$ cat src/rtl/tama_lcd_pkg.sv
// Shared definitions for the LCD draw scheduler: command codes, FSM states and
// the layout of the packed level vector.
package tama_lcd_pkg;

  // Command codes on drv_sel; also used as bit positions of the pending vector.
  typedef enum logic [1:0] {
    SelInit = 2'd0,
    SelFace = 2'd1,
    SelBars = 2'd2,
    SelFull = 2'd3
  } drv_sel_e;

  typedef enum logic [1:0] {
    StIdle  = 2'd0,
    StIssue = 2'd1,
    StWait  = 2'd2,
    StGap   = 2'd3
  } state_e;

  localparam int unsigned FaceW   = 4;
  localparam int unsigned LevelW  = 3;
  localparam int unsigned LevelsW = 5 * LevelW;

  // Field offsets inside levels: {food, sleep, fun, happy, health}.
  localparam int unsigned HealthLsb = 0;
  localparam int unsigned HappyLsb  = 3;
  localparam int unsigned FunLsb    = 6;
  localparam int unsigned SleepLsb  = 9;
  localparam int unsigned FoodLsb   = 12;

  // Fixed priority: INIT > FULL > FACE > BARS.
  function automatic drv_sel_e pick_cmd(input logic [3:0] pend);
    if (pend[SelInit]) return SelInit;
    if (pend[SelFull]) return SelFull;
    if (pend[SelFace]) return SelFace;
    return SelBars;
  endfunction

endpackage

$ cat src/rtl/lcd_draw_scheduler_if.sv
// Command/completion handshake between the draw scheduler and the SPI LCD driver.
interface lcd_draw_scheduler_if;
  import tama_lcd_pkg::*;

  logic               drv_start;
  logic [1:0]         drv_sel;
  logic [FaceW-1:0]   drv_face;
  logic [LevelsW-1:0] drv_levels;
  logic               drv_done;

  modport master (
    output drv_start, drv_sel, drv_face, drv_levels,
    input  drv_done
  );

  modport slave (
    input  drv_start, drv_sel, drv_face, drv_levels,
    output drv_done
  );
endinterface

$ cat src/rtl/lcd_refresh_timer.sv
// Free-running refresh counter: pulses wrap once every PERIOD cycles.
// A synchronous clear restarts the period and suppresses a coincident wrap.
module lcd_refresh_timer #(
  parameter int unsigned PERIOD = 50_000_000
) (
  input  logic clk,
  input  logic rst,
  input  logic clr,
  output logic wrap
);
  localparam int unsigned CntW = (PERIOD > 1) ? $clog2(PERIOD) : 1;

  logic [CntW-1:0] cnt_q, cnt_d;
  logic            at_end;

  assign at_end = (cnt_q == CntW'(PERIOD - 1));
  assign wrap   = at_end && !clr;

  // Count up, restarting at the end of the period or on clear.
  always_comb begin
    cnt_d = cnt_q + 1'b1;
    if (clr || at_end) cnt_d = '0;
  end

  // Counter register.
  always_ff @(posedge clk or posedge rst) begin
    if (rst) cnt_q <= '0;
    else     cnt_q <= cnt_d;
  end
endmodule

$ cat src/rtl/lcd_draw_scheduler.sv
// Draw scheduler: collects redraw requests as pending flags and issues them to
// the LCD driver one at a time, waiting for completion and keeping a minimum gap.
module lcd_draw_scheduler
  import tama_lcd_pkg::*;
#(
  parameter int unsigned REFRESH_CYCLES = 50_000_000,
  parameter int unsigned TIMEOUT_CYCLES = 5_000_000,
  parameter int unsigned MIN_GAP        = 16
) (
  input  logic                 clk,
  input  logic                 rst,
  input  logic                 face_req,
  input  logic [FaceW-1:0]     face_in,
  input  logic [LevelsW-1:0]   levels_in,
  lcd_draw_scheduler_if.master drv,
  output logic                 busy,
  output logic                 timeout_err
);
  localparam int unsigned CntMax = (TIMEOUT_CYCLES > MIN_GAP) ? TIMEOUT_CYCLES : MIN_GAP;
  localparam int unsigned CntW   = $clog2(CntMax + 1);

  state_e             state_q, state_d;
  logic [CntW-1:0]    cnt_q, cnt_d;
  logic [3:0]         pend_q, pend_d;
  drv_sel_e           cmd_q, cmd_d;
  logic [FaceW-1:0]   face_q, face_d;
  logic [FaceW-1:0]   drv_face_q, drv_face_d;
  logic [LevelsW-1:0] last_levels_q, last_levels_d;
  logic [LevelsW-1:0] drv_levels_q, drv_levels_d;
  logic               timeout_err_q, timeout_err_d;
  logic               issuing, levels_cmd, refresh_wrap, refresh_clr;

  assign issuing     = (state_q == StIssue);
  assign levels_cmd  = (cmd_q == SelBars) || (cmd_q == SelFull);
  assign refresh_clr = issuing && (cmd_q == SelFull);

  lcd_refresh_timer #(
    .PERIOD(REFRESH_CYCLES)
  ) u_refresh_timer (
    .clk (clk),
    .rst (rst),
    .clr (refresh_clr),
    .wrap(refresh_wrap)
  );

  // Next-state logic: command sequencing, then request capture.
  always_comb begin
    state_d       = state_q;
    cnt_d         = cnt_q;
    pend_d        = pend_q;
    cmd_d         = cmd_q;
    face_d        = face_q;
    drv_face_d    = drv_face_q;
    drv_levels_d  = drv_levels_q;
    last_levels_d = last_levels_q;
    timeout_err_d = timeout_err_q;

    unique case (state_q)
      StIdle: begin
        if (|pend_q) begin
          cmd_d   = pick_cmd(pend_q);
          state_d = StIssue;
        end
      end
      StIssue: begin
        pend_d[cmd_q] = 1'b0;
        // A full redraw already covers face and bars.
        if (cmd_q == SelFull) begin
          pend_d[SelFace] = 1'b0;
          pend_d[SelBars] = 1'b0;
        end
        if (levels_cmd) last_levels_d = levels_in;
        drv_face_d   = face_q;
        drv_levels_d = levels_in;
        cnt_d        = '0;
        state_d      = StWait;
      end
      StWait: begin
        if (drv.drv_done) begin
          cnt_d   = '0;
          state_d = StGap;
        end else if (cnt_q == CntW'(TIMEOUT_CYCLES - 1)) begin
          timeout_err_d = 1'b1;
          pend_d[cmd_q] = 1'b1;
          cnt_d         = '0;
          state_d       = StGap;
        end else begin
          cnt_d = cnt_q + 1'b1;
        end
      end
      StGap: begin
        if (cnt_q == CntW'(MIN_GAP - 1)) state_d = StIdle;
        else                             cnt_d   = cnt_q + 1'b1;
      end
      default: state_d = StIdle;
    endcase

    // Captured after the clears so a same-cycle new request is never dropped.
    if (face_req) begin
      face_d          = face_in;
      pend_d[SelFace] = 1'b1;
    end
    if (!(issuing && levels_cmd) && (levels_in != last_levels_q)) pend_d[SelBars] = 1'b1;
    if (refresh_wrap) pend_d[SelFull] = 1'b1;
  end

  // State and datapath registers.
  always_ff @(posedge clk or posedge rst) begin
    if (rst) begin
      state_q       <= StIdle;
      cnt_q         <= '0;
      pend_q        <= 4'b0001;  // only INIT pending out of reset
      cmd_q         <= SelInit;
      face_q        <= '0;
      drv_face_q    <= '0;
      drv_levels_q  <= '0;
      last_levels_q <= '0;
      timeout_err_q <= 1'b0;
    end else begin
      state_q       <= state_d;
      cnt_q         <= cnt_d;
      pend_q        <= pend_d;
      cmd_q         <= cmd_d;
      face_q        <= face_d;
      drv_face_q    <= drv_face_d;
      drv_levels_q  <= drv_levels_d;
      last_levels_q <= last_levels_d;
      timeout_err_q <= timeout_err_d;
    end
  end

  // During ISSUE the live values go out; afterwards the registered copies hold.
  assign drv.drv_start  = issuing;
  assign drv.drv_sel    = cmd_q;
  assign drv.drv_face   = issuing ? face_q : drv_face_q;
  assign drv.drv_levels = issuing ? levels_in : drv_levels_q;
  assign busy           = (state_q != StIdle);
  assign timeout_err    = timeout_err_q;
endmodule

$ cat src/flat_wrapper.sv
// flat-port wrapper written by rule: the top's interface ports become plain ports
module lcd_draw_scheduler_flat import tama_lcd_pkg::*;
#(
  parameter int unsigned REFRESH_CYCLES = 50_000_000,
  parameter int unsigned TIMEOUT_CYCLES = 5_000_000,
  parameter int unsigned MIN_GAP        = 16
)
  (clk, rst, face_req, face_in, levels_in, busy, timeout_err, drv_drv_start, drv_drv_sel, drv_drv_face, drv_drv_levels, drv_drv_done);
  lcd_draw_scheduler_if drv_i ();
  input  logic clk;
  input  logic rst;
  input  logic face_req;
  input  logic [FaceW-1:0] face_in;
  input  logic [LevelsW-1:0] levels_in;
  output logic busy;
  output logic timeout_err;
  output wire logic [$bits(drv_i.drv_start)-1:0] drv_drv_start;
  output wire logic [$bits(drv_i.drv_sel)-1:0] drv_drv_sel;
  output wire logic [$bits(drv_i.drv_face)-1:0] drv_drv_face;
  output wire logic [$bits(drv_i.drv_levels)-1:0] drv_drv_levels;
  input wire logic [$bits(drv_i.drv_done)-1:0] drv_drv_done;
  assign drv_drv_start = drv_i.drv_start;
  assign drv_drv_sel = drv_i.drv_sel;
  assign drv_drv_face = drv_i.drv_face;
  assign drv_drv_levels = drv_i.drv_levels;
  assign drv_i.drv_done = drv_drv_done;
  lcd_draw_scheduler #(.REFRESH_CYCLES(REFRESH_CYCLES), .TIMEOUT_CYCLES(TIMEOUT_CYCLES), .MIN_GAP(MIN_GAP)) u_core (.clk(clk), .rst(rst), .face_req(face_req), .face_in(face_in), .levels_in(levels_in), .drv(drv_i), .busy(busy), .timeout_err(timeout_err));
endmodule
$ cat config.mk
export PLATFORM = sky130hd
export DESIGN_NAME = lcd_draw_scheduler_flat
export DESIGN_NICKNAME = d
export VERILOG_FILES = /design/src/rtl/tama_lcd_pkg.sv /design/src/rtl/lcd_draw_scheduler_if.sv /design/src/rtl/lcd_refresh_timer.sv /design/src/rtl/lcd_draw_scheduler.sv /design/src/flat_wrapper.sv
export SDC_FILE = /design/constraint.sdc
export NUM_CORES = 1
export LEC_CHECK = 0
export CORE_UTILIZATION = 38
export DETAILED_ROUTE_END_ITERATION = 7
export HOLD_SLACK_MARGIN = 0.05
export REMOVE_ABC_BUFFERS = 1
export SETUP_SLACK_MARGIN = 0.4
export SLEW_MARGIN = 10
export SYNTH_ARGS = -nofsm -noshare
export SYNTH_HDL_FRONTEND = slang
export SYNTH_HIERARCHICAL = 1
export SYNTH_SLANG_ARGS = --single-unit
$ cat constraint.sdc
create_clock -name clk -period 4.25 [get_ports clk]
set_input_delay 0.6375 -clock clk [delete_from_list [all_inputs] [get_ports clk]]
set_output_delay 0.6375 -clock clk [all_outputs]
set_load 0.005 [all_outputs]
Word-level counts from Yosys, hierarchy flattened:

Cells that the tools add are included.

* $add $sub $neg: 2
* order comparisons: 2
* equality and inequality tests: 21
* multiplexer cells: 39
* bitwise gates (word level): 4
* reductions and logical operators: 26

Operators by type and width (number)
* 23-bit 2-to-1 mux: 3
* 23-bit one-hot mux with 3 select lines: 1
* 26-bit by 1-bit adder with 26-bit output, second input constant: 1
* 26-bit equality test, second input constant: 1
* 26-bit 2-to-1 mux: 1
* 23-bit by 1-bit adder with 23-bit output, second input constant: 1
* 23-bit equality test, second input constant: 1
* 23-bit by 4-bit equality test with 1-bit output, second input constant: 1
* 2-bit 2-to-1 mux: 11
* 3-bit AND reduction: 6
* 1-bit 2-to-1 mux: 16
* 15-bit 2-to-1 mux: 1
* 15-bit inequality test: 1
* 4-bit 2-to-1 mux: 3
* 3-bit by 2-bit inequality test with 1-bit output, second input constant: 4
* 3-bit nonzero test: 4
* 2-bit equality test, second input constant: 4
* 2-bit one-hot mux with 4 select lines: 1
* 4-bit one-hot mux with 2 select lines: 1
* 2-bit by 1-bit inequality test with 1-bit output, second input constant: 3
* 3-bit by 1-bit inequality test with 1-bit output, second input constant: 2
* 2-bit AND reduction: 3
* 1-bit logical AND: 5
* 4-bit bitwise AND: 1
* 14 further kinds: 18

* bits in registers: 96
* input port bits: 23
* output and inout port bits: 24
* logic and storage cells: 107

Logic depth before layout (Yosys ltp):

Gate-level depths: netlist (run 1).

* depth after elaboration: 13
* gate-level depth with buffers: 8
* gate-level depth less buffers: 7

Cells and area by module:

Netlist (run 1), hierarchy kept.

Modules (own cells, without submodules)
* lcd_draw_scheduler: times used 1, cells each 297, area an instance 3418.3 sq um, seq. area each 1752.9 sq um
* lcd_refresh_timer: times used 1, cells each 157, area an instance 1440.1 sq um, seq. area each 650.6 sq um

Worst setup path after synthesis (run 1):

OpenSTA, ideal clock, no wires.

* path kind: register to output
* start point: reg u_core.state_q[1]
* end point: out drv_drv_face[0]
* arrival: 1.397 ns
* data required time: 3.612 ns
* path slack: 2.216 ns
* cell stages (with the launch flop): 5
* buffers on the path: 1
* cell sequence: dfrtp_1 inv_1 ha_1 clkbuf_1 mux2_2

* word-level cells in the longest chain between the ends: 2

RTL lines
* start: declaration: RTL line lcd_draw_scheduler.sv:22 `state_e state_q, state_d;`
* start signal: assignment: RTL line lcd_draw_scheduler.sv:110 `state_q <= StIdle;`
* start signal: assignment: RTL line lcd_draw_scheduler.sv:120 `state_q <= state_d;`
* 2-bit by 1-bit equality test with 1-bit output: RTL line lcd_draw_scheduler.sv:33 `assign issuing = (state_q == StIssue);`
* net drv_drv_start: RTL line flat_wrapper.sv:17 `output wire logic [$bits(drv_i.drv_start)-1:0] drv_drv_start;`
* 4-bit 2-to-1 mux: RTL line lcd_draw_scheduler.sv:135 `assign drv.drv_face = issuing ? face_q : drv_face_q;`
* end: declaration: RTL line flat_wrapper.sv:19 `output wire logic [$bits(drv_i.drv_face)-1:0] drv_drv_face;`

The timed path passes the listed nets, and every way through them passes these cells.

Worst setup path in the final report (run 1):

* start point: reg u_core.state_q[1]
* end point: out drv_drv_levels[13]

* word-level cells in the longest chain between the ends: 2

RTL lines
* 2-bit by 1-bit equality test with 1-bit output: RTL line lcd_draw_scheduler.sv:33
* 15-bit 2-to-1 mux: RTL line lcd_draw_scheduler.sv:136 `assign drv.drv_levels = issuing ? levels_in : drv_levels_q;`
* end: declaration: RTL line flat_wrapper.sv:20 `output wire logic [$bits(drv_i.drv_levels)-1:0] drv_drv_levels;`

Every way passes these cells.

==> results.txt, run 1 <==
H-tree depth -> 3
Syn Inst Count -> 454
IR Drop Worst-Case VDD -> 359 µV
CTS tree -> done
Antenna Cells -> 0
share of post-route cells with drive strength above 1 -> 16.5%
Distinct cells, synth -> 48
Design Area, Final -> 5760 µm²
Slew headroom -> 30.3%
Hold Path Class -> register to register
total core area -> 12200 µm²
Num CTS Buffers -> 9
nets -> 528
All-Layer GR Usage -> 16.8%
IO Pins -> 47
cts hold-fix bufs -> 0
WHS Path Cells -> 1
reg2reg setup slack -> 1.50 ns
hold endpoint -> u_core/timeout_err
CP arrival -> 2.52 ns
# setup viols final -> 0
Leak Pwr -> 2.26 nW
Tmin final -> 3.16 ns
Seq/Total Area, Yosys -> 49.5%
Detail Placement HPWL -> 7100 µm
max_cap viols -> 0
Mapped Area -> 4860 µm²
Yosys warnings -> 6
clk buf depth -> 2
Critical Path Source Type -> register
ANT nets after route -> 0
worst hold path startpoint -> u_core/timeout_err
Tightest Pin Transition -> 1.04 ns
commonest cells after routing, fill and taps aside -> 95 x dfrtp_1, 46 x clkdlybuf4s50_1, 43 x nor2_1
ys flop type -> dfrtp_1
largest net degree at the start of global routing -> 50
die area -> 13200 µm²
post-CTS sizing -> 0
Synth Area in Adders -> 1.80%
Starting DRT DRC Count -> 140
clock-pin slew on the worst setup and hold paths -> 0.07 ns
max-slew violation count -> 0
# DRC -> 0
multiplexer share of the synthesized area -> 9.48%
commonest non-fill, non-tap cell in the layout -> dfrtp_1
PwrDens -> 565 nW/µm²
Post-synth ARST share -> 100%
Simple-Gate Fraction of Synth Area -> 21.1%
Wirelength per Cell -> 15.2 µm
RSZ-0062 raised after global routing -> no
status -> completed
drt pass-1 iters -> 4
Post-Synth XOR/XNOR Area -> 7.03%
number of global-route vias before repair -> 3592
worst r2r dst -> u_core/u_refresh_timer/cnt_q[22]
Fin Setup TNS -> 0 ns
Die Y -> 115 µm
total number of vias -> 3636
Congestion Overflow GR -> 0
Port Buffers -> 46
Area growth, synth to finish -> 18.5%
worst setup path category -> register to output pin
Clock Sink Count -> 96
fmax -> 317 MHz
Clock Latency Late Sink -> 0.34 ns
final wirelength -> 10200 µm
global-route wire length before repair -> 17600 µm
Mapped Avg Cell Area -> 10.7 µm²
vias per cell -> 5.42
Synth Area in Compound Gates -> 8.09%
Placed Area -> 5480 µm²
GP Congestion -> 0.782
initial antenna violation count -> 0
postcts setup bufs -> 0
Crit path required time -> 3.61 ns
CP Max Fanout -> 22
Rows -> 40
CTS root buffer -> clkbuf_16
Setup crit end kind -> output pin
initial core utilization -> 39.8%
reg-to-reg startpoint -> u_core/state_q[1]
Die X -> 115 µm
Tcrit/Tclk final -> 74.3%
final hold vios -> 0
largest family of logic cells by synthesized area -> simple AND/OR/NAND/NOR gates
Register-to-Register Path Depth -> 7
worst-case clock skew -> 0.00734 ns
register bit total from synthesis -> 96
number of synthesized flops with an enable pin -> 0
==> per-stage QoR <==
step | hold slack [ns] | setup slack (ns) | power [W] | std cells | utilization (%)
2_1_floorplan | 0.465 | 1.53 | 0.00199 | 436 | -
3_3_place_gp | 0.459 | 1.43 | 0.00248 | 655 | 44.8
3_5_place_dp | 0.467 | 1.45 | 0.00250 | 655 | 44.8
4_1_cts | 0.483 | 1.03 | 0.00330 | 671 | 47.1
5_1_grt | 0.502 | 0.934 | 0.00346 | 671 | 47.1
6_report | 0.479 | 1.09 | 0.00325 | 671 | 47.1
==> layout make-up <==
class	count	area [µm²]
tap	168	210
fill	1162	6450
sequential	96	2400
clock inverter	6	42.5
timing repair buffer	51	498
inverter	15	56.3
multi-input combinational	325	2310
clock buffer	10	239
==> kinds of logic after synthesis <==
group	Yosys count
AND/OR/NAND/NOR	177
XOR/XNOR	39
AO/OA/AOI/OAI	61
adder cells (fa/ha/maj)	7
multiplexers	41
flip-flops	96
buffers and inverters	33
==> sequential cells by signal, summed over array words and instances (netlist names), named ones only <==
signal and flops:
u_core/drv_face_q 4, u_core/drv_levels_q 15, u_core/last_levels_q 15, u_core/cnt_q 23
u_core/timeout_err 1, u_core/u_refresh_timer/cnt_q 26, u_core/state_q 2, u_core/face_q 4
u_core/drv.drv_sel 2, u_core/pend_q 3
==> metal layers <==
layer | part of all wire, % | global-route usage [%]
met1 | 50 | 24.3
met2 | 44 | 25.0
met3 | 4.0 | 2.48
met4 | 2.0 | 7.19
met5 | 0 | 0
==> worst max-delay path, cell delays in order (launching register included) <==
cell	delay [ns]
dfrtp_1	0.41
inv_1	0.10
ha_1	0.79
mux2_2	0.43
clkdlybuf4s50_1	0.46
==> report_power, final <==
group / total (W) / internal [W] / switching, W
combinational: 0.00116 / 0.000625 / 0.000538
sequential: 0.00132 / 0.00116 / 0.000163
clock: 0.000772 / 0.000414 / 0.000358
==> synthesized netlist by cell type, drive strengths merged (4+ instances only) <==
| library cell | count | share of area (%) |
|---|---|---|
| nand3 | 25 | 3.2 |
| ha | 7 | 1.8 |
| o21ai | 15 | 1.6 |
| or4 | 16 | 2.9 |
| or3 | 8 | 1.0 |
| nor4 | 15 | 2.5 |
| nand2 | 21 | 1.6 |
| o211ai | 4 | 0.72 |
| dfrtp | 95 | 49 |
| nor2 | 43 | 3.3 |
| xnor2 | 13 | 2.3 |
| and3 | 4 | 0.51 |
| mux2 | 40 | 9.3 |
| buf | 9 | 1.2 |
| clkbuf | 9 | 0.70 |
| inv | 15 | 1.2 |
| a21oi | 23 | 2.7 |
| nand4 | 19 | 2.4 |
| nor3 | 10 | 1.0 |
| o31ai | 11 | 1.7 |
| nor4b | 4 | 0.85 |
| xor2 | 26 | 4.7 |
==> worst max-delay path by stage <==
stage	from	to	slack, ns	cells after the start
6_report	u_core/state_q[1]	drv_drv_levels[13]	1.09	4
3_5_place_dp	u_core/state_q[1]	drv_drv_levels[9]	1.45	4
3_3_place_gp	u_core/state_q[1]	drv_drv_levels[13]	1.43	4
4_1_cts	u_core/state_q[1]	drv_drv_levels[9]	1.03	4
5_1_grt	u_core/state_q[1]	drv_drv_levels[13]	0.93	4
2_1_floorplan	u_core/state_q[1]	u_core/u_refresh_timer/cnt_q[10]	1.53	6
Power figures use the tool's default switching activity.
==> inputs of run 2 (changes only) <==
==> constraint.sdc (replaced) <==
create_clock -name clk -period 3.1 [get_ports clk]
set_input_delay 0.465 -clock clk [delete_from_list [all_inputs] [get_ports clk]]
set_output_delay 0.465 -clock clk [all_outputs]
set_load 0.005 [all_outputs]
==> results.txt, run 2 (synthesis results as in run 1) <==
status -> completed (unchanged)
Critical Path Source Type -> register (unchanged)
final core occ -> 47.6% (was 47.1%)
Tmin final -> 2.54 ns
Tot Pwr -> 0.00457 W (was 0.00325 W)
IO Pins -> 47 (unchanged)
worst hold path startpoint -> u_core/drv_levels_q[0] (was u_core/timeout_err)
Fin Setup TNS -> 0 ns (unchanged)
Die Y -> 115 µm (unchanged)
Num CTS Buffers -> 9 (unchanged)
initial antenna violation count -> 0 (unchanged)
H-tree depth -> 3 (unchanged)
drt pass-1 iters -> 4 (unchanged)
nets -> 530 (was 528)
CP max stage cell -> clkdlybuf4s50_1 (was ha_1)
Area growth, synth to finish -> 19.7% (was 18.5%)
Most flops, register -> u_core/u_refresh_timer/cnt_q (unchanged)
Critical Path Max Stage Delay -> 0.46 ns (was 0.79 ns)
max_cap viols -> 0 (unchanged)
# DRC -> 0 (unchanged)
dpl cells -> 657 (was 655)
Internal Power -> 0.00314 W (was 0.00220 W)
Starting DRT DRC Count -> 145 (was 140)
final wirelength -> 10100 µm (was 10200 µm)
part of the power in registers -> 39.5% (was 40.5%)
Antenna Cells -> 0 (unchanged)
Wirelength per Cell -> 15.0 µm (was 15.2 µm)
Leak Pwr -> 2.28 nW (was 2.26 nW)
Hold Path Class -> register to register (unchanged)
commonest non-fill, non-tap cell in the layout -> dfrtp_1 (unchanged)
switching power -> 0.00143 W (was 0.00106 W)
clk buf depth -> 2 (unchanged)
Port Buffers -> 46 (unchanged)
Clock Sink Count -> 96 (unchanged)
IR Drop Worst-Case VDD -> 454 µV (was 359 µV)
All-Layer GR Usage -> 16.4% (was 16.8%)
Tcrit/Tclk final -> 82.1%
biggest regs -> u_core/u_refresh_timer/cnt_q x26, u_core/cnt_q x23 (unchanged)
Setup crit end kind -> output pin (unchanged)
number of global-route vias before repair -> 3469 (was 3592)
share of post-route cells with drive strength above 1 -> 17.0% (was 16.5%)
CP Max Fanout -> 22 (unchanged)
CTS tree -> done (unchanged)
CP arrival -> 2.08 ns (was 2.52 ns)
flip-flop count of the largest register after layout -> 26 (unchanged)
Detail Placement HPWL -> 7160 µm (was 7100 µm)
worst setup path category -> register to output pin (unchanged)
GP Congestion -> 0.807 (was 0.782)
Clk pwr share -> 24.7% (was 23.7%)
ANT nets after route -> 0 (unchanged)
RSZ-0062 raised after global routing -> no (unchanged)
final hold vios -> 0 (unchanged)
worst r2r dst -> u_core/cnt_q[15] (was u_core/u_refresh_timer/cnt_q[22])
commonest cells after routing, fill and taps aside -> 95 x dfrtp_1, 46 x clkdlybuf4s50_1, 43 x nor2_1 (unchanged)
total number of vias -> 3571 (was 3636)
max-slew violation count -> 0 (unchanged)
clock-pin slew on the worst setup and hold paths -> 0.06 ns (was 0.07 ns)
reg-to-reg startpoint -> u_core/cnt_q[0] (was u_core/state_q[1])
Rows -> 40 (unchanged)
vias per cell -> 5.31 (was 5.42)
Slew headroom -> 32.2% (was 30.3%)
Congestion Overflow GR -> 0 (unchanged)
CTS root buffer -> clkbuf_16 (unchanged)
reg2reg setup slack -> 0.87 ns (was 1.50 ns)
cts hold-fix bufs -> 0 (unchanged)
die area -> 13200 µm² (unchanged)
WHS Path Cells -> 1 (unchanged)
fmax -> 393 MHz
Setup WS pre-CTS -> 0.791 ns (was 1.45 ns)
global-route wire length before repair -> 17000 µm (was 17600 µm)
worst-case clock skew -> 0.00654 ns (was 0.00734 ns)
Crit path required time -> 2.63 ns (was 3.61 ns)
# setup viols final -> 0 (unchanged)
Clock Latency Late Sink -> 0.34 ns (about the same)
hold endpoint -> u_core/drv_levels_q[0] (was u_core/timeout_err)
initial core utilization -> 39.8% (unchanged)
combinational share of power -> 35.8% (was 35.7%)
Post-Layout Cell Count -> 673 (was 671)
largest net degree at the start of global routing -> 71 (was 50)
total core area -> 12200 µm² (unchanged)
Die X -> 115 µm (unchanged)
CP Cell Sequence -> inv_1, ha_1, buf_6, mux2_2, clkdlybuf4s50_1 (was inv_1, ha_1, mux2_2, clkdlybuf4s50_1)
Final WS setup -> 0.556 ns (was 1.09 ns)
PwrDens -> 785 nW/µm² (was 565 nW/µm²)
Register-to-Register Path Depth -> 6 (was 7)
sw frac -> 31.2% (was 32.5%)
Tightest Pin Transition -> 1.02 ns (was 1.04 ns)
==> run 2: worst max path at each step <==
stage	cells after the start	startpoint	endpoint	slack (ns)
6_report	5	u_core/state_q[1]	drv_drv_levels[0]	0.56
5_1_grt	5	u_core/state_q[1]	drv_drv_levels[13]	0.44
4_1_cts	4	u_core/state_q[0]	busy	0.47
3_5_place_dp	6	u_core/state_q[0]	u_core/cnt_q[15]	0.79
3_3_place_gp	6	u_core/state_q[0]	u_core/cnt_q[19]	0.86
2_1_floorplan	6	u_core/state_q[1]	u_core/u_refresh_timer/cnt_q[10]	0.38
==> run 2: power by group through the flow <==
stage               Clock, W  Combinational (W)  Sequential [W]
CTS                  0.00117            0.00165         0.00181
finish               0.00113            0.00163         0.00180
floorplan                  0           0.000951         0.00177
detailed placement         0            0.00164         0.00183
global route         0.00121            0.00181         0.00185
global placement           0            0.00161         0.00182
==> run 2: cell type report <==
cell class,count,area (µm²)
inverter,15,56.3
tap,168,210
sequential,96,2400
clock buffer,11,253
fill,1184,6390
clock inverter,5,55.1
multi-input combinational,325,2310
timing repair buffer,53,529
==> run 2: routing by layer <==
layer  track usage, %  part of all wire, %
met1             22.8                   50
met2             24.9                   44
met3             3.64                  4.2
met4             6.49                  1.4
met5                0                    0
==> run 2: worst max-delay path: cells and delay by family (launching register included) <==
kind                     cells  cell delay (ns)
buffers and inverters        3             0.79
flip-flops                   1             0.41
multiplexers                 1             0.37
adder cells (fa/ha/maj)      1             0.16
==> run 2: timing repair <==
item / CTS / global route
setup buffers: 0 / 0
resized for setup: 0 / 2
setup endpoints to repair: 0 / 4
==> run 2: through the flow <==
step / instance area (µm²) / hold WS [ns]
5_1_grt: 5820 / 0.507
3_5_place_dp: 5500 / 0.486
4_1_cts: 5810 / 0.502
6_report: 5820 / 0.495
2_1_floorplan: 4770 / 0.465
3_3_place_gp: 5500 / 0.480
